## config.mk

```make
export PLATFORM = sky130hd
export DESIGN_NAME = fractal_sync_req_fifo
export DESIGN_NICKNAME = d
export VERILOG_FILES = /design/src/rtl/fractal_sync_req_fifo.sv
export SDC_FILE = /design/constraint.sdc
export NUM_CORES = 1
export LEC_CHECK = 0
export BUFFER_PORTS_ARGS = -buffer_cell sky130_fd_sc_hd__buf_2
export CAP_MARGIN = 20
export CORE_MARGIN = 1.5
export CORE_UTILIZATION = 58
export CTS_CLUSTER_SIZE = 28
export DETAILED_ROUTE_END_ITERATION = 16
export PLACE_DENSITY = 0.94
export SETUP_SLACK_MARGIN = 0.3
export SYNTH_ARGS = -nofsm -noshare
export SYNTH_HDL_FRONTEND = slang
export SYNTH_SLANG_ARGS = --single-unit
```

## constraint.sdc

```tcl
create_clock -name clk_i -period 6 [get_ports clk_i]
set_input_delay 1.2 -clock clk_i [delete_from_list [all_inputs] [get_ports clk_i]]
set_output_delay 1.2 -clock clk_i [all_outputs]
set_load 0.03 [all_outputs]
```

## src/rtl/fractal_sync_req_fifo.sv

```systemverilog
`default_nettype none
// ============================================================================
// fractal_sync_req_fifo : FWFT request buffer ahead of one fsync arbiter input
// Revision 1.0
// ============================================================================
module fractal_sync_req_fifo #(
  parameter int unsigned DEPTH       = 4,
  parameter type         fsync_req_t = logic,
  localparam int unsigned CNT_W      = $clog2(DEPTH + 1)
) (
  input  logic             clk_i,
  input  logic             rst_i,
  input  logic             flush_i,
  input  logic             push_i,
  input  fsync_req_t       element_i,
  output logic             full_o,
  input  logic             pop_i,
  output logic             empty_o,
  output fsync_req_t       element_o,
  output logic [CNT_W-1:0] usage_o,
  output logic             overflow_o,
  output logic             underflow_o
);

  localparam int unsigned PTR_W = (DEPTH > 1) ? $clog2(DEPTH) : 1;
  localparam logic [PTR_W-1:0] LAST_PTR = PTR_W'(DEPTH - 1);
  localparam logic [CNT_W-1:0] FULL_CNT = CNT_W'(DEPTH);

  fsync_req_t       mem_q [DEPTH];
  logic [PTR_W-1:0] wr_ptr_q, wr_ptr_d;
  logic [PTR_W-1:0] rd_ptr_q, rd_ptr_d;
  logic [CNT_W-1:0] count_q, count_d;
  logic             overflow_q, overflow_d;
  logic             underflow_q, underflow_d;
  logic             push_acc, pop_acc;

  assign empty_o     = (count_q == '0);
  assign full_o      = (count_q == FULL_CNT);
  assign usage_o     = count_q;
  assign overflow_o  = overflow_q;
  assign underflow_o = underflow_q;
  assign element_o   = empty_o ? fsync_req_t'('0) : mem_q[rd_ptr_q];

  // Full gates the push even when a pop frees a slot in the same cycle.
  assign push_acc = push_i & ~full_o & ~flush_i;
  assign pop_acc  = pop_i & ~empty_o & ~flush_i;

  always_comb begin
    wr_ptr_d    = wr_ptr_q;
    rd_ptr_d    = rd_ptr_q;
    count_d     = count_q;
    overflow_d  = overflow_q;
    underflow_d = underflow_q;
    if (flush_i) begin
      wr_ptr_d    = '0;
      rd_ptr_d    = '0;
      count_d     = '0;
      overflow_d  = 1'b0;
      underflow_d = 1'b0;
    end else begin
      if (push_acc) wr_ptr_d = (wr_ptr_q == LAST_PTR) ? '0 : wr_ptr_q + PTR_W'(1);
      if (pop_acc)  rd_ptr_d = (rd_ptr_q == LAST_PTR) ? '0 : rd_ptr_q + PTR_W'(1);
      case ({push_acc, pop_acc})
        2'b10:   count_d = count_q + CNT_W'(1);
        2'b01:   count_d = count_q - CNT_W'(1);
        default: count_d = count_q;
      endcase
      if (push_i && full_o)  overflow_d  = 1'b1;
      if (pop_i && empty_o)  underflow_d = 1'b1;
    end
  end

  always_ff @(posedge clk_i or posedge rst_i) begin
    if (rst_i) begin
      wr_ptr_q    <= '0;
      rd_ptr_q    <= '0;
      count_q     <= '0;
      overflow_q  <= 1'b0;
      underflow_q <= 1'b0;
    end else begin
      wr_ptr_q    <= wr_ptr_d;
      rd_ptr_q    <= rd_ptr_d;
      count_q     <= count_d;
      overflow_q  <= overflow_d;
      underflow_q <= underflow_d;
    end
  end

  // Storage carries no reset; occupancy alone decides what is valid.
  always_ff @(posedge clk_i) begin
    if (push_acc) mem_q[wr_ptr_q] <= element_i;
  end

endmodule
`default_nettype wire

```

==> impl_metrics.yaml <==
timing:
  hold_slack_ps: 510
  fin_crit_sh: 0.451
  clock_skew_ps: 0.664
  slew_headroom: 0.690
  report.final.slew_viol_count: 0
  rsz0062_at_grt: "no"
  worst_slew_pin_slew_ps: 465
  fmax_mhz: 370
  finalCriticalPeriod_ps: 2710
  tns_ps: 0
  setup_viol: 0
  hold_viol_final: 0
clocking:
  htree_levels: 1
  clock_sinks: 13
  cts_tree: "built"
  cts_inserted_buffers: 3
  cts_resized: 0
  clk_pin_slew_ps: 80
  cts_hold_buffers: 0
  insertion_delay_ps: 270
  cts_root_buf: "clkbuf_4"
  clockBufferDepth: 2
  cts_setup_buffers: 0
route:
  wl_per_cell_um: 13.4
  vias_per_cell: 5.62
  first_pass_iters: 4
  drt_wl_total_um: 1420
  drc: 0
  ant_nets: 0
  drt_iter0_markers: 7
  vias: 596
floorplanning:
  boundaryPins: 14
  core_mm2: 0.00133
  design.die.area_mm2: 0.00170
  die_width_um: 41.2
  fp.dieH_um: 41.2
  std_cell_rows: 13
  initial_core_util: 0.636
synth:
  synth_most_common_cell: "dfrtp_1"
  synth_top_family_by_area: "simple AND/OR/NAND/NOR gates"
  synth.top_cells.by_area: "dfrtp_1 27%, edfxtp_1 14%, ha_1 7.4%"
  syn_avg_cell_area_um2: 10.6
  ys_ff_latch: 13
  yosys_warnings: 0
  synth_edf_count: 4
  ys_seq_area_frac: 0.407
  netlist_area_um2: 848
  synth_xor_area_frac: 0.0103
  synthArstFlopShare: 0.692
  synth_top_area_frac: 0.265
  synthFlopType: "dfrtp_1"
  synthAdderAreaFrac: 0.0973
  yosys.area_share.simple: 0.177
  synth_common_cells: "9 x dfrtp_1, 8 x a21oi_1, 6 x inv_1, 5 x ha_1, 5 x nor2_1"
  synth_mux_area_frac: 0.0516
  syn_inst: 80
  synth_compound_area_frac: 0.171
  postSynthNetCount: 92
  yosys.area.top_type: "dfrtp_1"
  ys_types: 35
setup_path:
  r2r-start: "usage_o[0]"
  crit_start: "rd_ptr_q[0]"
  end_kind: "primary output"
  worst_setup_path_start_kind: "flip-flop"
  r2r_slack_ps: 3800
  cp.required_ps: 4800
  path_class: "reg2out"
  reg2reg_to: "usage_o[2]"
  arrival_ps: 1510
  r2r_cells: 6
  path_max_fanout: 4
  crit_path_end: "element_o"
power:
  p_total_uw: 224
  peakVddDrop_v: 0.000152
  powerDensity_mw_per_mm2: 247
  p_leak_uw: 0.000415
cells_and_area:
  final_layout_size_suffix_gt1_frac: 0.242
  n_antenna_cell: 0
  area_delta_synth_final_pct: 7.08
  finalNonFillerCells: 106
  nNetsFinal: 104
  fin_util: 0.681
place:
  place_inst: 102
  io_buffers: 13
  place_congestion: 0.813
  dpl.hpwl_um: 1040
flow_run:
  maxCapViolCount: 0
global_route:
  grt_pass1_wl_um: 2380
  grt_max_degree: 15
  gr-usage-all-layers: 0.222
  grt_overflow_total: 0
  antenna_found_initial: 0
  grt_pass1_vias: 517
worst_hold_path:
  hp-class: "reg2reg"
  hp-start: "underflow_o"
outcome:
  outcome: "completed"
worst max-delay path: stages, from the launching register on:
cell	delay [ps]
dfrtp_1	410
mux4_2	500
nor2b_1	140
buf_2	180
per-stage QoR:
stage	setup slack, ps	area (um2)
global route	3200	908
finish	3290	908
CTS	3280	908
detailed placement	3130	882
floorplan	2950	848
global placement	3150	882
how the worst min path moves through the flow:
stage / depth (start not counted) / to / slack, ps
global route: 2 / overflow_o / 530
global placement: 2 / underflow_o / 470
finish: 2 / underflow_o / 510
CTS: 2 / overflow_o / 510
floorplan: 2 / rd_ptr_q[1] / 520
detailed placement: 2 / overflow_o / 490
flip-flops by register name (all words and copies together), names as in the netlist:
signal and count:
underflow_o 1, wr_ptr_q 2, mem_q 4, overflow_o 1
rd_ptr_q 2, usage_o 3
power breakdown:
part | switching [uW] | leakage (uW) | internal [uW] | total, uW
sequential | 11.6 | 0.000157 | 97.5 | 109
clock | 27.8 | 0.0000150 | 25.8 | 53.6
combinational | 37.2 | 0.000242 | 24.5 | 61.7
total | 76.6 | 0.000415 | 148 | 224
layout make-up:
type | instances | area (um2)
repair buffers | 13 | 65.1
flip-flops and latches | 13 | 345
inverters | 6 | 22.5
fillers | 99 | 425
clock buffers | 4 | 26.3
multi-input cells | 55 | 430
well taps | 15 | 18.8
cells in the final DEF (no fill, tap or decap), types with 2 or more instances in the layout:
master,instances
buf_2,13
dfrtp_1,9
a21oi_1,8
inv_1,6
nor2_1,5
ha_1,5
nor3_1,4
and2_1,4
edfxtp_1,4
o21ai_0,3
clkbuf_4,3
nand2b_1,2
o21a_1,2
or3_1,2
and3b_1,2
cells by family after synthesis:
family,count (synthesis)
flip-flops,13
XOR/XNOR,1
multiplexers,3
buffers and inverters,12
adder cells (fa/ha/maj),6
AND/OR/NAND/NOR,25
AO/OA/AOI/OAI,20
layer usage:
metal | GRT usage | vias to the layer above | wire length [um]
met5 | 0 | - | 0
met4 | 0.0242 | 0 | 0
met3 | 0.0978 | 0 | 57
met2 | 0.359 | 10 | 700
met1 | 0.281 | 279 | 658
li1 | - | 307 | -
(Power assumes the default switching activity.)
